$ cat src/rtl/fpadd_issue_if.sv
// rtl/fpadd_issue_if.sv - producer, adder, result and status signals of the FP adder issue controller
interface fpadd_issue_if #(
    parameter int DEPTH = 4
);
    localparam int CW = $clog2(DEPTH) + 1;

    logic          in_valid;
    logic          in_ready;
    logic [31:0]   in_a;
    logic [31:0]   in_b;
    logic          add_start;
    logic [31:0]   add_a;
    logic [31:0]   add_b;
    logic          add_done;
    logic [31:0]   add_sum;
    logic          out_valid;
    logic          out_ready;
    logic [31:0]   out_sum;
    logic          out_err;
    logic [CW-1:0] fifo_count;
    logic          busy;

    modport master (
        output in_valid, in_a, in_b, add_done, add_sum, out_ready,
        input  in_ready, add_start, add_a, add_b, out_valid, out_sum, out_err, fifo_count, busy
    );

    modport slave (
        input  in_valid, in_a, in_b, add_done, add_sum, out_ready,
        output in_ready, add_start, add_a, add_b, out_valid, out_sum, out_err, fifo_count, busy
    );
endinterface

$ cat src/rtl/fpadd_issue.sv
// rtl/fpadd_issue.sv - operand FIFO and start/done issue controller for the multicycle FP adder
// Optional WAIT watchdog enabled by defining FPADD_TIMEOUT_EN.
module fpadd_issue #(
    parameter int DEPTH   = 4,
    parameter int TIMEOUT = 64
) (
    input logic          clk,
    input logic          reset,
    fpadd_issue_if.slave bus
);
    localparam int            AW   = $clog2(DEPTH);
    localparam int            CW   = AW + 1;
    localparam logic [CW-1:0] FULL = CW'(DEPTH);

    localparam logic [2:0] S_IDLE   = 3'd0;
    localparam logic [2:0] S_START  = 3'd1;
    localparam logic [2:0] S_GUARD  = 3'd2;
    localparam logic [2:0] S_WAIT   = 3'd3;
    localparam logic [2:0] S_RESULT = 3'd4;

    if (DEPTH < 2 || DEPTH > 16 || (DEPTH & (DEPTH - 1)) != 0) begin : g_bad_depth
        $error("fpadd_issue: DEPTH must be a power of two in 2..16");
    end
    if (TIMEOUT < 1 || TIMEOUT > 255) begin : g_bad_timeout
        $error("fpadd_issue: TIMEOUT must fit the 8-bit watchdog");
    end

    logic [2:0]    r_state;
    logic [AW-1:0] r_wr_ptr;
    logic [AW-1:0] r_rd_ptr;
    logic [CW-1:0] r_count;
    logic [31:0]   r_mem_a [DEPTH];
    logic [31:0]   r_mem_b [DEPTH];
    logic [31:0]   r_op_a;
    logic [31:0]   r_op_b;
    logic [31:0]   r_out_sum;
    logic          w_in_ready;
    logic          w_push;
    logic          w_pop;

`ifdef FPADD_TIMEOUT_EN
    localparam logic [7:0] WD_LAST = 8'(TIMEOUT - 1);
    logic [7:0] r_wd;
    logic       r_out_err;
`endif

    // Ready looks only at the registered count, so a pop never ripples into in_ready.
    assign w_in_ready = reset && (r_count != FULL);
    assign w_push     = bus.in_valid && w_in_ready;
    assign w_pop      = (r_state == S_IDLE) && (r_count != '0);

    always_ff @(posedge clk) begin
        if (w_push) begin
            r_mem_a[r_wr_ptr] <= bus.in_a;
            r_mem_b[r_wr_ptr] <= bus.in_b;
        end
    end

    always_ff @(posedge clk) begin
        if (!reset) begin
            r_wr_ptr <= '0;
            r_rd_ptr <= '0;
            r_count  <= '0;
        end else begin
            if (w_push) r_wr_ptr <= r_wr_ptr + AW'(1);
            if (w_pop)  r_rd_ptr <= r_rd_ptr + AW'(1);
            if (w_push && !w_pop)      r_count <= r_count + CW'(1);
            else if (!w_push && w_pop) r_count <= r_count - CW'(1);
        end
    end

    always_ff @(posedge clk) begin
        if (!reset) begin
            r_state   <= S_IDLE;
            r_op_a    <= '0;
            r_op_b    <= '0;
            r_out_sum <= '0;
`ifdef FPADD_TIMEOUT_EN
            r_wd      <= '0;
            r_out_err <= 1'b0;
`endif
        end else begin
            case (r_state)
                S_IDLE: begin
                    if (w_pop) begin
                        r_op_a  <= r_mem_a[r_rd_ptr];
                        r_op_b  <= r_mem_b[r_rd_ptr];
                        r_state <= S_START;
                    end
                end
                S_START: r_state <= S_GUARD;
                // The adder's done level from the previous op is still up here; skip it.
                S_GUARD: begin
`ifdef FPADD_TIMEOUT_EN
                    r_wd <= '0;
`endif
                    r_state <= S_WAIT;
                end
                S_WAIT: begin
                    if (bus.add_done) begin
                        r_out_sum <= bus.add_sum;
`ifdef FPADD_TIMEOUT_EN
                        r_out_err <= 1'b0;
`endif
                        r_state   <= S_RESULT;
                    end
`ifdef FPADD_TIMEOUT_EN
                    else if (r_wd == WD_LAST) begin
                        r_out_sum <= 32'h7FC0_0000;
                        r_out_err <= 1'b1;
                        r_state   <= S_RESULT;
                    end else begin
                        r_wd <= r_wd + 8'd1;
                    end
`endif
                end
                S_RESULT: begin
                    if (bus.out_ready) r_state <= S_IDLE;
                end
                default: r_state <= S_IDLE;
            endcase
        end
    end

    assign bus.in_ready   = w_in_ready;
    assign bus.add_start  = (r_state == S_START);
    assign bus.add_a      = r_op_a;
    assign bus.add_b      = r_op_b;
    assign bus.out_valid  = (r_state == S_RESULT);
    assign bus.out_sum    = r_out_sum;
    assign bus.fifo_count = r_count;
    assign bus.busy       = (r_state != S_IDLE) || (r_count != '0);
`ifdef FPADD_TIMEOUT_EN
    assign bus.out_err    = r_out_err;
`else
    assign bus.out_err    = 1'b0;
`endif
endmodule

$ cat src/flat_wrapper.sv
// flat-port wrapper written by rule: the top's interface ports become plain ports
module fpadd_issue_flat 
#(
    parameter int DEPTH   = 4,
    parameter int TIMEOUT = 64
)
  (clk, reset, bus_in_valid, bus_in_a, bus_in_b, bus_add_done, bus_add_sum, bus_out_ready, bus_in_ready, bus_add_start, bus_add_a, bus_add_b, bus_out_valid, bus_out_sum, bus_out_err, bus_fifo_count, bus_busy);
  fpadd_issue_if #(.DEPTH(DEPTH)) bus_i ();
  input logic clk;
  input logic reset;
  input wire logic [$bits(bus_i.in_valid)-1:0] bus_in_valid;
  input wire logic [$bits(bus_i.in_a)-1:0] bus_in_a;
  input wire logic [$bits(bus_i.in_b)-1:0] bus_in_b;
  input wire logic [$bits(bus_i.add_done)-1:0] bus_add_done;
  input wire logic [$bits(bus_i.add_sum)-1:0] bus_add_sum;
  input wire logic [$bits(bus_i.out_ready)-1:0] bus_out_ready;
  output wire logic [$bits(bus_i.in_ready)-1:0] bus_in_ready;
  output wire logic [$bits(bus_i.add_start)-1:0] bus_add_start;
  output wire logic [$bits(bus_i.add_a)-1:0] bus_add_a;
  output wire logic [$bits(bus_i.add_b)-1:0] bus_add_b;
  output wire logic [$bits(bus_i.out_valid)-1:0] bus_out_valid;
  output wire logic [$bits(bus_i.out_sum)-1:0] bus_out_sum;
  output wire logic [$bits(bus_i.out_err)-1:0] bus_out_err;
  output wire logic [$bits(bus_i.fifo_count)-1:0] bus_fifo_count;
  output wire logic [$bits(bus_i.busy)-1:0] bus_busy;
  assign bus_i.in_valid = bus_in_valid;
  assign bus_i.in_a = bus_in_a;
  assign bus_i.in_b = bus_in_b;
  assign bus_i.add_done = bus_add_done;
  assign bus_i.add_sum = bus_add_sum;
  assign bus_i.out_ready = bus_out_ready;
  assign bus_in_ready = bus_i.in_ready;
  assign bus_add_start = bus_i.add_start;
  assign bus_add_a = bus_i.add_a;
  assign bus_add_b = bus_i.add_b;
  assign bus_out_valid = bus_i.out_valid;
  assign bus_out_sum = bus_i.out_sum;
  assign bus_out_err = bus_i.out_err;
  assign bus_fifo_count = bus_i.fifo_count;
  assign bus_busy = bus_i.busy;
  fpadd_issue #(.DEPTH(DEPTH), .TIMEOUT(TIMEOUT)) u_core (.clk(clk), .reset(reset), .bus(bus_i));
endmodule
$ cat config.mk
export PLATFORM = sky130hd
export DESIGN_NAME = fpadd_issue_flat
export DESIGN_NICKNAME = d
export VERILOG_FILES = /design/src/rtl/fpadd_issue_if.sv /design/src/rtl/fpadd_issue.sv /design/src/flat_wrapper.sv
export SDC_FILE = /design/constraint.sdc
export NUM_CORES = 1
export LEC_CHECK = 0
export BUFFER_PORTS_ARGS = -buffer_cell sky130_fd_sc_hd__buf_4
export CAP_MARGIN = 20
export CORE_MARGIN = 1.5
export CORE_UTILIZATION = 40
export DETAILED_ROUTE_END_ITERATION = 16
export SKIP_LAST_GASP = 1
export SLEW_MARGIN = 20
export SYNTH_ARGS = -nofsm -noshare
export SYNTH_HDL_FRONTEND = slang
export SYNTH_SLANG_ARGS = --single-unit
$ cat constraint.sdc
create_clock -name clk -period 3.2 [get_ports clk]
set_input_delay 0.32 -clock clk [delete_from_list [all_inputs] [get_ports clk]]
set_output_delay 0.32 -clock clk [all_outputs]
set_load 0.05 [all_outputs]
==> metrics, run 1 <==
status=completed; overall power=14.52 mW; Cell Area, Synth=13,200 sq um; Setup TNS=0 ns; nets@finish=1,137; worst-path cell chain=nor3_2 > nor2_4 > inv_1 > ha_1 > inv_1 > fa_1 > xor2_1 > or3_1 > a21oi_1; final setup fails=0; Primary FF master, synth=edfxtp_1; asr flop ratio synth=0%; post-cts gate resize count=0; post-synthesis xor/xnor area fraction=0.1327%; Remaining DRCs=0; number of global-route vias before repair=7,494; Worst path slowest cell=nor3_2; Synth Instances=760; Worst path max stage delay=0.52 ns; Pleak=5.932 nW; post-synthesis compound-gate area fraction=6.560%; RSZ-0062 raised after global routing=no; Post-synth EDFFs=256; HP Class=input pin to flip-flop; Avg Cell Area, Syn=17.37 sq um; syn nets=867; worst-path fanout max=7; largest net degree at the start of global routing=68; Req. time, crit path=3.63 ns; worst-margin pin slew=1.107 ns; WP data arrival=2.81 ns; Worst R2R Start=u_core.bus.fifo_count[0]; Ports=205; most frequent cell after synthesis=edfxtp_1; Synth cell types=36; mux contribution to synthesized area=11.15%; TritonCTS clock tree=yes; vias=7,417; list of most frequent post-synthesis cells=256 x edfxtp_1, 130 x nand2_1, 106 x dfxtp_1; WL final=27,960 um; H-tree depth=2; Worst R2R Setup Slack=0.82 ns; IO Port Bufs=203; Clk Latency, worst-skew pair=0.52 ns; post-CTS setup buffers=0; die area=34,100 sq um; worst clock skew=0.02176 ns; first-iteration detailed-routing DRC count=309; non-filler cells, final=1,506; die span in x=184.7 um; ratio of final minimum period to clock period=74.34%; Clk pin slew, worst setup/hold paths=0.06 ns; GRT overflow=0; Core Area=32,540 sq um; Setup crit end kind=flip-flop; detail-routed net length per standard cell=18.57 um; die height=184.7 um; min Tclk post-route=2.379 ns; starting density of the core=40.57%; maximum VDD drop=0.5671 mV; Slew Viols, Final=0; largest family of logic cells by synthesized area=multiplexers; hold_buf cts=59; worst setup path category=flip-flop to flip-flop; post-DR vias/cell=4.925; FF+latch count, synth=362; r2r worst-path depth=9; 1st-pass router iterations=4; area share of fa/ha/maj cells after synthesis=0.6257%; share of layout cells above drive strength 1=34.21%; leading area contributor after synthesis=edfxtp_1; max cap viols=0; Bufs on Longest Clock Path=3; Power Density=853.2 nW/um^2; Global Route Usage Sum=16.37%; Antenna Violating Nets Remaining=0; Place WS=0.7960 ns; Peak Freq=420.4 MHz; Critical Path Sink=u_core.bus.fifo_count[2]; post-DP HPWL=16,220 um; Slew headroom=26.21%; Area after DPL=15,190 sq um; Post-Synth Simple-Gate Area=4.835%; Final Hold Viols=0; CTS Buf Count=39; first-pass GRT wire length=42,220 um; Final Instance Area=17,020 sq um; CTS root buffer=clkbuf_16; Area contributors post-synth=edfxtp_1 58%, dfxtp_1 16%, mux4_2 11%; crit path from=u_core.bus.fifo_count[0]; register area share after synthesis=74.32%; CP most frequent cell=inv_1; Num Clock Sinks=362; area grow syn2layout=28.96%; GPL Wtd Cong=0.6788; Startpoint Class=flip-flop; Reg2Reg Capture Point=u_core.bus.fifo_count[2]; # rows=66; PnR worst setup slack=0.8212 ns; top cell type's share of synthesized area=58.24%; initial antenna violation count=3; Yosys warning total=0; Placed Cells=1,372
layer usage:
metal,vias up,global-route usage [%],part of all wire (%)
met5,-,0,0
met4,0,4.358,1.5
met3,39,3.517,5.9
met2,210,27.28,48
met1,3700,21.80,44
li1,3468,-,-
metrics by stage:
step / util [%] / hold slack, ns
2_1_floorplan: - / 0.4189
3_3_place_gp: 46.69 / 0.4421
3_5_place_dp: 46.69 / 0.4484
4_1_cts: 52.29 / 0.0007624
5_1_grt: 52.32 / 0.0009398
6_report: 52.32 / 0.01871
worst min-delay path by stage:
stage / startpoint / cells after the start / slack, ns / endpoint
4_1_cts: bus_in_a[2] / 1 / 0.0008 / u_core.r_mem_a[1][2]
2_1_floorplan: bus_in_a[0] / 0 / 0.42 / u_core.r_mem_a[0][0]
3_3_place_gp: u_core.bus.out_sum[4] / 2 / 0.44 / u_core.bus.out_sum[4]
6_report: bus_in_b[8] / 1 / 0.02 / u_core.r_mem_b[0][8]
3_5_place_dp: u_core.bus.out_sum[25] / 2 / 0.45 / u_core.bus.out_sum[25]
5_1_grt: bus_in_b[9] / 1 / 0.0009 / u_core.r_mem_b[2][9]
critical path: cells and delay by family, from the launching register on:
family                   cells  cell delay, ns
buffers and inverters        2            0.13
adder cells (fa/ha/maj)      2            0.56
XOR/XNOR                     1            0.19
AO/OA/AOI/OAI                1            0.14
flip-flops                   1            0.39
AND/OR/NAND/NOR              3            0.91
cell families (layout without fill, tap and decap cells):
| group | count (synthesis) | count (layout) |
|---|---|---|
| buffers and inverters | 61 | 362 |
| AO/OA/AOI/OAI | 109 | 109 |
| AND/OR/NAND/NOR | 152 | 152 |
| XOR/XNOR | 2 | 2 |
| flip-flops | 362 | 362 |
| other | 1 | 4 |
| multiplexers | 67 | 67 |
| adder cells (fa/ha/maj) | 6 | 6 |
flip-flops by register name (all words and copies together), names as in the netlist:
name and flops:
u_core.bus.add_a 32, u_core.r_mem_b 128, u_core.bus.out_sum 32, u_core.r_rd_ptr 2
u_core.bus.add_b 32, u_core.r_mem_a 128, u_core.r_state 3, u_core.r_wr_ptr 2
u_core.bus.fifo_count 3
where the power goes:
part | switching (mW) | total, mW | internal (mW) | leakage [nW]
Combinational | 2.69 | 4.15 | 1.46 | 2.14
Sequential | 0.457 | 6.13 | 5.68 | 3.19
Clock | 1.74 | 4.24 | 2.51 | 0.601
Total | 4.88 | 14.5 | 9.64 | 5.93
layout by cell type, fill, tap and decap left out, types with 2 or more instances in the layout:
cell type,n
edfxtp_1,256
o2bb2ai_2,11
nand2_1,130
clkinv_2,7
clkinvlp_4,2
ha_1,5
clkbuf_16,40
or3_1,3
and2_4,4
dfxtp_4,2
buf_12,2
o2bb2ai_1,53
dlygate4sd3_1,59
clkbuf_8,5
nor3b_1,2
nor2_1,4
dfxtp_1,104
mux2i_1,3
a21oi_1,38
clkbuf_1,11
xor2_1,2
buf_4,220
diode_2,3
mux4_2,64
clkinv_1,4
inv_1,9
o21ai_0,3
final cells by class:
cell class / instances / area (sq um)
fill: 2764 / 15510
timing repair buffer: 281 / 2282
clock inverter: 16 / 120.1
antenna: 3 / 7.507
multi-input combinational: 337 / 3097
clock buffer: 56 / 1111
tap: 442 / 553.0
sequential: 362 / 9817
inverter: 9 / 33.78
(Power assumes the default switching activity.)
==> inputs of run 2 (changes only) <==
==> constraint.sdc (replaced) <==
create_clock -name clk -period 2 [get_ports clk]
set_input_delay 0.2 -clock clk [delete_from_list [all_inputs] [get_ports clk]]
set_output_delay 0.2 -clock clk [all_outputs]
set_load 0.05 [all_outputs]
==> run 2 against run 1 <==
  * Global-route usage up 0.52 points
  * Flip-flop and latch count unchanged
  * Final cell count up 3.4%
  * Count of clock-buffer cells in the layout up 3
  * Register-to-register slack worse by 0.70 ns
  * Hold slack better by 0.020 ns
  * Clock skew up 0.0044 ns
  * Non-clock buffer count up 54
  * Cell area up 4.4%
  * Combinational power up 72%
  * Critical endpoint is now bus_busy
  * Power up 65%
  * Critical path type is now flip-flop to output pin
  * Core utilization up 2.3 points
==> metrics, run 2 (synthesized netlist as in run 1, its figures left out) <==
maximum VDD drop=0.9265 mV (was 0.5671 mV); post-DR vias/cell=4.905 (was 4.925); Final Hold Viols=0 (unchanged); Multi-input gate area=3123 sq um (was 3097 sq um); share of layout cells above drive strength 1=34.62% (was 34.21%); final setup fails=0 (unchanged); status=completed (unchanged); worst-path fanout max=6 (was 7); first-iteration detailed-routing DRC count=317 (was 309); ANT cells=0 (was 3); CTS Buf Count=39 (unchanged); met2 Use GR=29.12% (was 27.28%); IO Port Bufs=203 (unchanged); hold path endpoint=u_core.bus.out_sum[21] (was u_core.r_mem_b[0][8]); Slew Viols, Final=0 (unchanged); r2r worst-path depth=8 (was 9); Remaining DRCs=0 (unchanged); GRT overflow=0 (unchanged); die span in x=184.7 um (unchanged); first-pass GRT wire length=43,530 um (was 42,220 um); area grow syn2layout=34.63% (was 28.96%); Bufs on Longest Clock Path=3 (unchanged); max cap viols=0 (unchanged); met1 Use GR=21.93% (was 21.80%); HP Class=input pin to flip-flop (unchanged); Antenna Violating Nets Remaining=0 (unchanged); WL final=29,190 um (was 27,960 um); detail-routed net length per standard cell=18.74 um (was 18.57 um); # rows=66 (unchanged); Placed Cells=1,388 (was 1,372); ratio of final minimum period to clock period=94.96%; Worst path slowest cell=or3_4 (was nor3_2); Clk Latency, worst-skew pair=0.53 ns (was 0.52 ns); min Tclk post-route=1.899 ns; Reg2Reg Capture Point=u_core.bus.fifo_count[2] (unchanged); die area=34,100 sq um (unchanged); 1st-pass router iterations=4 (unchanged); GRT busiest layer=met2 (unchanged); TritonCTS clock tree=yes (unchanged); largest net degree at the start of global routing=68 (unchanged); Worst R2R Start=u_core.bus.fifo_count[2] (was u_core.bus.fifo_count[0]); Startpoint Class=flip-flop (unchanged); worst setup path category=flip-flop to output pin (was flip-flop to flip-flop); Net Sw Frac=33.42% (was 33.61%); Power Density=1345 nW/um^2 (was 853.2 nW/um^2); largest delay contributor family on the critical path=simple AND/OR/NAND/NOR gates (unchanged); post-CTS setup buffers=0 (unchanged); most common cell after layout, fill and taps aside=edfxtp_1 (unchanged); Peak Freq=526.5 MHz; H-tree depth=2 (unchanged); CTS root buffer=clkbuf_16 (unchanged); Worst R2R Setup Slack=0.12 ns (was 0.82 ns); hold depth=3 (was 1); Req. time, crit path=1.80 ns (was 3.63 ns); Internal Dissipation=15.91 mW (was 9.643 mW); initial antenna violation count=0 (was 3); post-DP HPWL=17,020 um (was 16,220 um); die height=184.7 um (unchanged); WP data arrival=1.70 ns (was 2.81 ns); GPL Wtd Cong=0.7023 (was 0.6788); Core Area=32,540 sq um (unchanged); worst-path cell chain=or3_4 > buf_6 > nand3b_1 > buf_6 (was nor3_2 > nor2_4 > inv_1 > ha_1 > inv_1 > fa_1 > xor2_1 > or3_1 > a21oi_1); RSZ-0062 raised after global routing=no (unchanged); number of global-route vias before repair=7,796 (was 7,494); Final Util=54.61% (was 52.32%); CP most frequent cell=buf_6 (was inv_1); non-filler cells, final=1,557 (was 1,506); Slew headroom=37.34% (was 26.21%); Flop pwr share=40.8% (was 42.2%); Num Clock Sinks=362 (unchanged); Clk pwr share=29.2% (about the same); Final Instance Area=17,770 sq um (was 17,020 sq um); GR met3 Demand/Resource=3.300% (was 3.517%); Filler Cell Count=2,655 (was 2,764); Worst path max stage delay=0.40 ns (was 0.52 ns); overall power=23.90 mW (was 14.52 mW); Setup crit end kind=output pin (was flip-flop); Global Route Usage Sum=16.89% (was 16.37%); most frequent cells in the layout=256 x edfxtp_1, 220 x buf_4, 130 x nand2_1 (unchanged); Pleak=6.242 nW (was 5.932 nW); beginning of the worst hold path=bus_add_sum[21] (was bus_in_b[8]); Comb power frac=29.9% (was 28.5%); nets@finish=1,191 (was 1,137); Clk pin slew, worst setup/hold paths=0.06 ns (about the same); worst-margin pin slew=0.9399 ns (was 1.107 ns); starting density of the core=40.57% (unchanged); Net Switching=7.987 mW (was 4.881 mW); worst clock skew=0.02617 ns (was 0.02176 ns); vias=7,637 (was 7,417); Area after DPL=15,520 sq um (was 15,190 sq um); Regs by FF count=u_core.r_mem_a (128), u_core.r_mem_b (128) (unchanged); Ports=205 (unchanged); CP bufs+invs=2 (unchanged); Storage cell area=9828 sq um (was 9817 sq um)
[run 2: metal layers]
layer | vias up | wire length (um) | part of all wire, %
li1 | 3572 | - | -
met1 | 3813 | 12790 | 44
met2 | 210 | 14280 | 49
met3 | 42 | 1612 | 5.5
met4 | 0 | 507 | 1.7
met5 | - | 0 | 0
[run 2: cell type report]
type | count | area share (%)
Clock buffer | 59 | 6.492
Clock inverter | 13 | 0.6196
Inverter | 9 | 0.2042
Multi-Input combinational cell | 337 | 17.58
Sequential cell | 362 | 55.31
Tap cell | 442 | 3.112
Timing Repair Buffer | 335 | 16.69
[run 2: per-stage QoR]
step | TNS [ns] | worst slack [ns] | hold WS [ns]
after CTS | 0 | 0.02603 | 0.005462
after global routing | 0 | 0.02126 | 0.008099
after global placement | 0 | 0.09992 | 0.4012
after floorplan | -0.4494 | -0.2323 | 0.2989
after detailed placement | 0 | 0.1001 | 0.4039
final | 0 | 0.1008 | 0.03828
[run 2: worst register-to-register path: stages (launching register included)]
cell and delay (ns):
dfxtp_4 0.36, inv_1 0.07, o311a_1 0.26, ha_4 0.17, inv_2 0.04, fa_2 0.34
xor2_1 0.15, or3_1 0.30, a21oi_1 0.12
[run 2: power by group through the flow]
stage / Clock (mW) / Combinational (mW) / Sequential, mW
after global placement: 0 / 7.01 / 9.92
after CTS: 7.18 / 7.23 / 9.78
after floorplan: 0 / 2.76 / 11.9
final: 6.99 / 7.15 / 9.76
after global routing: 7.46 / 7.57 / 9.88
after detailed placement: 0 / 7.06 / 9.93
[run 2: how the worst max path moves through the flow]
stage / start / endpoint / slack [ns] / depth (start not counted)
after detailed placement: u_core.r_state[2] / u_core.bus.fifo_count[2] / 0.10 / 9
after global routing: u_core.bus.fifo_count[2] / u_core.bus.fifo_count[2] / 0.02 / 9
after CTS: u_core.r_state[2] / bus_busy / 0.03 / 4
after floorplan: u_core.bus.fifo_count[2] / u_core.bus.fifo_count[2] / -0.23 / 11
after global placement: u_core.r_state[2] / u_core.bus.fifo_count[2] / 0.1 / 9
final: u_core.r_state[2] / bus_busy / 0.10 / 4
[run 2: timing repair]
action                                  4_1_cts  5_1_grt
gates cloned                                  0        0
hold endpoints to repair                    290        0
endpoints found under the setup margin        1        1
hold buffers                                 97        0
resized for setup                             1        2
